[src/rtl/window_minmax_4_if.sv]
// Handshake bundle for window_minmax_4. Signal suffixes are from the tracker's point of view.
// MINMAX_INDEX_EN adds the min_idx/max_idx result fields.
interface window_minmax_4_if #(
    parameter int unsigned WIDTH = 4
);
    logic             start_i;
    logic [WIDTH-1:0] din_i;
    logic             in_valid_i;
    logic             in_ready_o;
    logic [WIDTH-1:0] min_o;
    logic [WIDTH-1:0] max_o;
`ifdef MINMAX_INDEX_EN
    logic [7:0]       min_idx_o;
    logic [7:0]       max_idx_o;
`endif
    logic             out_valid_o;
    logic             out_ready_i;
    logic             busy_o;

`ifdef MINMAX_INDEX_EN
    modport slave (
        input  start_i, din_i, in_valid_i, out_ready_i,
        output in_ready_o, min_o, max_o, min_idx_o, max_idx_o, out_valid_o, busy_o
    );
    modport master (
        output start_i, din_i, in_valid_i, out_ready_i,
        input  in_ready_o, min_o, max_o, min_idx_o, max_idx_o, out_valid_o, busy_o
    );
`else
    modport slave (
        input  start_i, din_i, in_valid_i, out_ready_i,
        output in_ready_o, min_o, max_o, out_valid_o, busy_o
    );
    modport master (
        output start_i, din_i, in_valid_i, out_ready_i,
        input  in_ready_o, min_o, max_o, out_valid_o, busy_o
    );
`endif
endinterface

[src/rtl/window_minmax_4.sv]
// Windowed min/max tracker: reduces a burst of WIN unsigned samples to their extremes.
// Optional feature macro MINMAX_INDEX_EN: also report the earliest position of each extreme.
module window_minmax_4 #(
    parameter int unsigned WIDTH = 4,
    parameter int unsigned WIN   = 8
) (
    input logic               clk,
    input logic               rst_n,
    window_minmax_4_if.slave  bus
);
    typedef enum logic [1:0] {StIdle, StAcc, StDone} state_e;

    localparam logic [7:0] LastCnt = 8'(WIN - 1);

    state_e           state_q;
    logic [7:0]       cnt_q;
    logic [WIDTH-1:0] min_q;
    logic [WIDTH-1:0] max_q;
`ifdef MINMAX_INDEX_EN
    logic [7:0]       min_idx_q;
    logic [7:0]       max_idx_q;
`endif

    // Window FSM with the running extremes held in registers.
    always_ff @(posedge clk or negedge rst_n) begin
        if (!rst_n) begin
            state_q   <= StIdle;
            cnt_q     <= 8'd0;
            min_q     <= '0;
            max_q     <= '0;
`ifdef MINMAX_INDEX_EN
            min_idx_q <= 8'd0;
            max_idx_q <= 8'd0;
`endif
        end else begin
            unique case (state_q)
                StIdle: begin
                    if (bus.start_i) begin
                        state_q <= StAcc;
                        cnt_q   <= 8'd0;
                    end
                end
                StAcc: begin
                    if (bus.in_valid_i) begin
                        if (cnt_q == 8'd0) begin
                            min_q     <= bus.din_i;
                            max_q     <= bus.din_i;
`ifdef MINMAX_INDEX_EN
                            min_idx_q <= 8'd0;
                            max_idx_q <= 8'd0;
`endif
                        end else begin
                            // Strict compares keep the earliest occurrence on ties.
                            if (bus.din_i < min_q) begin
                                min_q     <= bus.din_i;
`ifdef MINMAX_INDEX_EN
                                min_idx_q <= cnt_q;
`endif
                            end
                            if (bus.din_i > max_q) begin
                                max_q     <= bus.din_i;
`ifdef MINMAX_INDEX_EN
                                max_idx_q <= cnt_q;
`endif
                            end
                        end
                        cnt_q <= cnt_q + 8'd1;
                        if (cnt_q == LastCnt) begin
                            state_q <= StDone;
                        end
                    end
                end
                StDone: begin
                    if (bus.out_ready_i) begin
                        state_q <= StIdle;
                    end
                end
                default: state_q <= StIdle;
            endcase
        end
    end

    // Handshake outputs decode straight from the state register.
    always_comb begin
        bus.in_ready_o  = (state_q == StAcc);
        bus.out_valid_o = (state_q == StDone);
        bus.busy_o      = (state_q != StIdle);
        bus.min_o       = min_q;
        bus.max_o       = max_q;
`ifdef MINMAX_INDEX_EN
        bus.min_idx_o   = min_idx_q;
        bus.max_idx_o   = max_idx_q;
`endif
    end
endmodule

[src/flat_wrapper.sv]
// flat-port wrapper written by rule: the top's interface ports become plain ports
module window_minmax_4_flat 
#(
    parameter int unsigned WIDTH = 4,
    parameter int unsigned WIN   = 8
)
  (clk, rst_n, bus_start_i, bus_din_i, bus_in_valid_i, bus_out_ready_i, bus_in_ready_o, bus_min_o, bus_max_o, bus_out_valid_o, bus_busy_o);
  window_minmax_4_if #(.WIDTH(WIDTH)) bus_i ();
  input logic clk;
  input logic rst_n;
  input wire logic [$bits(bus_i.start_i)-1:0] bus_start_i;
  input wire logic [$bits(bus_i.din_i)-1:0] bus_din_i;
  input wire logic [$bits(bus_i.in_valid_i)-1:0] bus_in_valid_i;
  input wire logic [$bits(bus_i.out_ready_i)-1:0] bus_out_ready_i;
  output wire logic [$bits(bus_i.in_ready_o)-1:0] bus_in_ready_o;
  output wire logic [$bits(bus_i.min_o)-1:0] bus_min_o;
  output wire logic [$bits(bus_i.max_o)-1:0] bus_max_o;
  output wire logic [$bits(bus_i.out_valid_o)-1:0] bus_out_valid_o;
  output wire logic [$bits(bus_i.busy_o)-1:0] bus_busy_o;
  assign bus_i.start_i = bus_start_i;
  assign bus_i.din_i = bus_din_i;
  assign bus_i.in_valid_i = bus_in_valid_i;
  assign bus_i.out_ready_i = bus_out_ready_i;
  assign bus_in_ready_o = bus_i.in_ready_o;
  assign bus_min_o = bus_i.min_o;
  assign bus_max_o = bus_i.max_o;
  assign bus_out_valid_o = bus_i.out_valid_o;
  assign bus_busy_o = bus_i.busy_o;
  window_minmax_4 #(.WIDTH(WIDTH), .WIN(WIN)) u_core (.clk(clk), .rst_n(rst_n), .bus(bus_i));
endmodule
[config.mk]
export PLATFORM = sky130hd
export DESIGN_NAME = window_minmax_4_flat
export DESIGN_NICKNAME = d
export VERILOG_FILES = /design/src/rtl/window_minmax_4_if.sv /design/src/rtl/window_minmax_4.sv /design/src/flat_wrapper.sv
export SDC_FILE = /design/constraint.sdc
export NUM_CORES = 1
export LEC_CHECK = 0
export BUFFER_PORTS_ARGS = -buffer_cell sky130_fd_sc_hd__buf_2
export CAP_MARGIN = 20
export CORE_MARGIN = 1
export CORE_UTILIZATION = 50
export CTS_CLUSTER_DIAMETER = 80
export DETAILED_ROUTE_END_ITERATION = 8
export PLACE_DENSITY = 0.72
export SETUP_SLACK_MARGIN = 0.02
export SLEW_MARGIN = 15
export SYNTH_ARGS = -nofsm -noshare
export SYNTH_HDL_FRONTEND = slang
export SYNTH_SLANG_ARGS = --single-unit
[constraint.sdc]
create_clock -name clk -period 3 [get_ports clk]
set_input_delay 0.15 -clock clk [delete_from_list [all_inputs] [get_ports clk]]
set_output_delay 0.15 -clock clk [all_outputs]
set_load 0.02 [all_outputs]
==> results of run 1 <==
==> worst register-to-register path: cells and delay by family (launching register included) <==
kind                     cells  cell delay [ns]
multiplexers                 1             0.35
AO/OA/AOI/OAI                1             0.20
AND/OR/NAND/NOR              2             0.49
adder cells (fa/ha/maj)      1             0.17
flip-flops                   1             0.43
buffers and inverters        1             0.12
==> placed cells by master, fill, tap and decap left out, drive strengths merged, types with 3 or more instances in the layout <==
| cell type | netlist | final |
|---|---|---|
| buf | 2 | 19 |
| dfrtp | 18 | 18 |
| inv | 14 | 14 |
| nor2 | 11 | 11 |
| ha | 9 | 9 |
| nand3 | 8 | 8 |
| nand4 | 7 | 7 |
| o21ai | 5 | 5 |
| nand2 | 5 | 5 |
| o2111ai | 4 | 4 |
| and4 | 4 | 4 |
| a221oi | 4 | 4 |
| mux2 | 4 | 4 |
| a21oi | 4 | 4 |
| clkbuf | 0 | 4 |
| xnor2 | 3 | 3 |
| nor3 | 3 | 3 |
==> final timing paths <==
kind,slack (ns),startpoint,end
setup / recovery,1.14,u_core.cnt_q[0],u_core.bus.min_o[0]
hold / removal,0.1,bus_out_ready_i,u_core.state_q[1]
setup reg to reg,1.14,u_core.cnt_q[0],u_core.bus.min_o[0]
hold reg to reg,0.54,u_core.bus.min_o[1],u_core.bus.min_o[1]
max in group asynchronous,2.43,rst_n,u_core.bus.min_o[1]
min in group asynchronous,0.29,rst_n,u_core.cnt_q[1]
==> logic make-up after synthesis <==
| family | Yosys count | synth area share, % |
|---|---|---|
| XOR/XNOR | 5 | 3.61 |
| AO/OA/AOI/OAI | 25 | 15.9 |
| multiplexers | 5 | 4.53 |
| AND/OR/NAND/NOR | 47 | 24.5 |
| buffers and inverters | 16 | 5.15 |
| flip-flops | 18 | 37.1 |
| adder cells (fa/ha/maj) | 9 | 9.27 |
==> per-stage QoR <==
stage / area [um^2] / cells / total power (uW) / setup WS, ns
floorplan: 1210 / 125 / 966 / 1.24
global placement: 1340 / 170 / 1120 / 1.27
detailed placement: 1340 / 170 / 1150 / 1.18
CTS: 1380 / 175 / 1310 / 1.16
global route: 1380 / 175 / 1420 / 1.04
finish: 1380 / 175 / 1300 / 1.14
==> cell type report <==
type,instances,area (um^2),share of cell area [%]
clock buffer,4,36.3,2.63
inverter,14,52.6,3.80
multi-input combinational,91,702,50.8
sequential,18,450,32.6
tap,28,35.0,2.54
timing repair buffer,20,105,7.61
==> metal layers <==
layer  up-vias  wire length [um]  part of all wire (%)
li1        509                 -                     -
met1       509              1210                    46
met2        35              1260                    48
met3         4               143                   5.4
met4         0                33                   1.3
met5         -                 0                     0
==> sequential cells by signal, indices dropped and copies added, names as in the netlist <==
register and cells:
u_core.state_q 2, u_core.cnt_q 8, u_core.bus.max_o 4, u_core.bus.min_o 4
==> power by group <==
group	leakage, uW	total (uW)	switching (uW)	internal [uW]
Sequential	0.000223	428	97.9	330
Clock	0.0000210	149	74.7	74.0
Combinational	0.000422	727	423	304
Total	0.000666	1300	596	708
==> flow_metrics.env, run 1 <==
export IMPL_ys_flop_type="dfrtp_1"
export IMPL_path_cells="inv_1, ha_1, nor4b_4, nand2_4, a21oi_4, mux2_2"
export IMPL_antenna_cells=0
export IMPL_cp_slowest_stage_delay_ns=0.43
export IMPL_ir_worst_vdd_mv=0.482
export IMPL_cts_tree="built"
export IMPL_ys_seq_elements=18
export IMPL_use_met2_pct=38.6
export IMPL_synth_distinct_cells=34
export IMPL_cts_buffers=3
export IMPL_end_kind="register"
export IMPL_detail_route_antenna_nets=0
export IMPL_path_clk_slew_ns=0.10
export IMPL_critPathMaxFanout=9
export IMPL_drive_gt1_share_pct=24.5
export IMPL_floorplan_die_height_um=51.3
export IMPL_syn2layout_area_growth_pct=13.7
export IMPL_cts_buffer_depth=2
export IMPL_required_ns=3.19
export IMPL_finalWirelength_mm=2.64
export IMPL_grt_max_degree=19
export IMPL_crit_buf_inv=1
export IMPL_coreArea_um2=2250
export IMPL_crit_path_start_kind="register"
export IMPL_synth_cells=125
export IMPL_syn_mean_instance_area_um2=9.72
export IMPL_grt_busiest_layer="met2"
export IMPL_fillers=206
export IMPL_fp_dieW_um=51.3
export IMPL_dp_hpwl_mm=1.98
export IMPL_synth_area_um2=1210
export IMPL_rsz0062_at_grt="false"
export IMPL_holdPathStages=3
export IMPL_synth_common_cells="dfrtp_1, inv_1, nor2_1"
export IMPL_dr_pass1_iters=4
export IMPL_numPortBuffers=19
export IMPL_antenna_found_initial=0
export IMPL_finalHoldViolCount=0
export IMPL_crit_family="simple AND/OR/NAND/NOR gates"
export IMPL_synth_warnings=0
export IMPL_cap_violations=0
export IMPL_via_count=1057
export IMPL_fin_tns_setup_ns=0
export IMPL_timing_clock_skew_ns=0.00628
export IMPL_place_congestion=0.855
export IMPL_period_minus_slack_ns=1.86
export IMPL_clock_sinks=18
export IMPL_nets=166
export IMPL_drtIter0Drc=23
export IMPL_arrival_ns=2.04
export IMPL_p_per_area_nw_per_um2=944
export IMPL_holdBufCountCts=1
export IMPL_grt_usage_pct=23.8
export IMPL_synth_top_area_cell="dfrtp_1"
export IMPL_drc=0
export IMPL_setup_viol=0
export IMPL_grt_pass1_wl_mm=4.57
export IMPL_gr_total_overflow=0
export IMPL_yosysSeqAreaShare_pct=37.1
export IMPL_ys_async_sr_fraction_pct=100
export IMPL_pin_count=20
export IMPL_slowest_stage="dfrtp_1"
export IMPL_cts_resized=0
export IMPL_post_cts_buffers=0
export IMPL_initial_core_util_pct=53.9
export IMPL_leakagePower_uw=0.000666
export IMPL_wl_per_cell_um=15.1
export IMPL_cp_depth=6
export IMPL_cts_root_buffer="clkbuf_4"
export IMPL_die_area_um2=2630
export IMPL_tightest_slew_ns=0.499
export IMPL_status="complete, no violations"
export IMPL_clk_latency_ns=0.30
export IMPL_rows=17
export IMPL_cts_htree_levels=1
export IMPL_period_share_pct=61.9
export IMPL_slew_violations=0
export IMPL_synthesis_nets=143
export IMPL_holdWs_ns=0.0956
export IMPL_detail_route_vias_per_cell=6.04
export IMPL_critPathKind="reg2reg"
export IMPL_reg2reg_depth=6
export IMPL_use_met3_pct=6.25
export IMPL_fmax_mhz=538
export IMPL_first_global_vias=995
export IMPL_grt_util_met1_pct=30.9
export IMPL_synth_edf_count=0
export IMPL_postLayoutCoreUtil_pct=61.3
export IMPL_post_synth_top_count_cell="dfrtp_1"
export IMPL_synth_top_area_share_pct=37.1
export IMPL_synth_area_leaders="dfrtp_1, ha_1, inv_1, mux2_2, nand4_1"
export IMPL_holdCritPathClass="in2reg"
export IMPL_slew_headroom_pct=66.6
No activity file was read; power rests on OpenSTA's default activity.
==> inputs of run 2 (changes only) <==
PLACE_DENSITY = 0.75   (was 0.72)
clock period = 1.5 ns   (was 3 ns; I/O delays follow)
==> flow_metrics.env, run 2 (same netlist as run 1, synthesis figures left out) <==
export IMPL_status="finished, violations left"
export IMPL_cts_tree="built"
export IMPL_placed_area_um2=1600
export IMPL_gr_total_overflow=0
export IMPL_p_per_area_nw_per_um2=1980
export IMPL_initial_core_util_pct=53.9
export IMPL_detail_route_vias_per_cell=5.88
export IMPL_cap_violations=0
export IMPL_grt_pass1_wl_mm=5.29
export IMPL_layout_commonest_cell="buf_4"
export IMPL_fp_dieW_um=51.3
export IMPL_cts_htree_levels=1
export IMPL_detail_route_antenna_nets=0
export IMPL_coreArea_um2=2250
export IMPL_period_share_pct=109
export IMPL_grt_usage_pct=27.1
export IMPL_dp_hpwl_mm=2.38
export IMPL_pin_count=20
export IMPL_first_global_vias=1213
export IMPL_end_kind="register"
export IMPL_slew_headroom_pct=72.5
export IMPL_cts_root_buffer="clkbuf_4"
export IMPL_ir_worst_vdd_mv=1.59
export IMPL_slew_violations=0
export IMPL_largest_reg_flops=8
export IMPL_final_cell_mix="buf_4, buf_2, dfrtp_1"
export IMPL_leakagePower_uw=0.000811
export IMPL_via_count=1182
export IMPL_fmax_mhz=609
export IMPL_rows=17
export IMPL_clock_sinks=18
export IMPL_cts_buffer_depth=2
export IMPL_regMostFlops="u_core.cnt_q"
export IMPL_final_cell_area_um2=1720
export IMPL_holdWs_ns=0.0569
export IMPL_clk_latency_ns=0.30
export IMPL_nets=192
export IMPL_path_clk_slew_ns=0.11
export IMPL_rrSetupSlack_ns=-0.14
export IMPL_crit_path_start_kind="register"
export IMPL_critPathKind="reg2reg"
export IMPL_holdCritPathClass="in2reg"
export IMPL_timing_clock_skew_ns=0.00118
export IMPL_finalHoldViolCount=0
export IMPL_wl_per_cell_um=16.3
export IMPL_setup_viol=8
export IMPL_arrival_ns=1.84
export IMPL_drtIter0Drc=45
export IMPL_critPathMaxFanout=4
export IMPL_drive_gt1_share_pct=51.4
export IMPL_die_area_um2=2630
export IMPL_drc=0
export IMPL_post_place_ws_ns=-0.163
export IMPL_finalWirelength_mm=3.28
export IMPL_tightest_slew_ns=0.413
export IMPL_syn2layout_area_growth_pct=41.8
export IMPL_place_congestion=0.859
export IMPL_failed_checks="setup timing"
export IMPL_rsz0062_at_grt="true"
export IMPL_fin_ws_ns=-0.142
export IMPL_antenna_cells=0
export IMPL_required_ns=1.69
export IMPL_period_minus_slack_ns=1.64
export IMPL_antenna_found_initial=0
export IMPL_fin_tns_setup_ns=-0.842
export IMPL_cts_buffers=3
export IMPL_numPortBuffers=19
export IMPL_floorplan_die_height_um=51.3
export IMPL_grt_max_degree=19
export IMPL_dr_pass1_iters=4
## run 2: metrics by stage
step	total power, uW	instances	util, %
2_1_floorplan	2070	125	-
3_3_place_gp	2780	196	70.9
3_5_place_dp	2870	196	70.9
4_1_cts	3310	202	75.0
5_1_grt	3620	201	76.4
6_report	3420	201	76.4
## run 2: critical path: stages (launching register included)
cell and delay (ns):
dfrtp_2 0.38, inv_2 0.04, ha_4 0.15, nor3b_1 0.29, o21ai_2 0.11, a21oi_4 0.24
mux2_4 0.32
## run 2: power breakdown
| part | switching [uW] | leakage (uW) | total [uW] | internal [uW] |
|---|---|---|---|---|
| Clock | 166 | 0.0000150 | 270 | 104 |
| Sequential | 130 | 0.000217 | 805 | 675 |
| Combinational | 1200 | 0.000579 | 2340 | 1150 |
## run 2: worst paths after layout
| kind | endpoint | start | cells after the start |
|---|---|---|---|
| setup / recovery | u_core.bus.min_o[0] | u_core.bus.min_o[1] | 6 |
| hold / removal | u_core.state_q[1] | bus_out_ready_i | 3 |
| setup reg to reg | u_core.bus.min_o[0] | u_core.bus.min_o[1] | 6 |
| hold reg to reg | u_core.bus.min_o[0] | u_core.bus.min_o[0] | 1 |
| max in group asynchronous | u_core.bus.max_o[1] | rst_n | 2 |
| min in group asynchronous | u_core.cnt_q[0] | rst_n | 2 |
## run 2: routing by layer
metal	part of all wire (%)	routed length, um	GRT usage (%)
met4	0.76	25	9.01
met3	6.6	216	4.46
met1	42	1380	32.0
met2	50	1660	49.1
met5	0	0	0
## run 2: layout make-up
cell class / count / area (um^2)
multi-input combinational: 91 / 843
fill: 161 / 532
sequential: 18 / 458
timing repair buffer: 46 / 308
inverter: 14 / 52.6
tap: 28 / 35.0
clock buffer: 4 / 26.3
## run 2: repair_timing
| item | in CTS | in global routing |
|---|---|---|
| hold buffers | 1 | 0 |
| setup endpoints to repair | 9 | 14 |
| pin swaps | 6 | 11 |
| gates resized for setup | 13 | 9 |
| setup buffers | 1 | 1 |
| hold endpoints to repair | 18 | 0 |
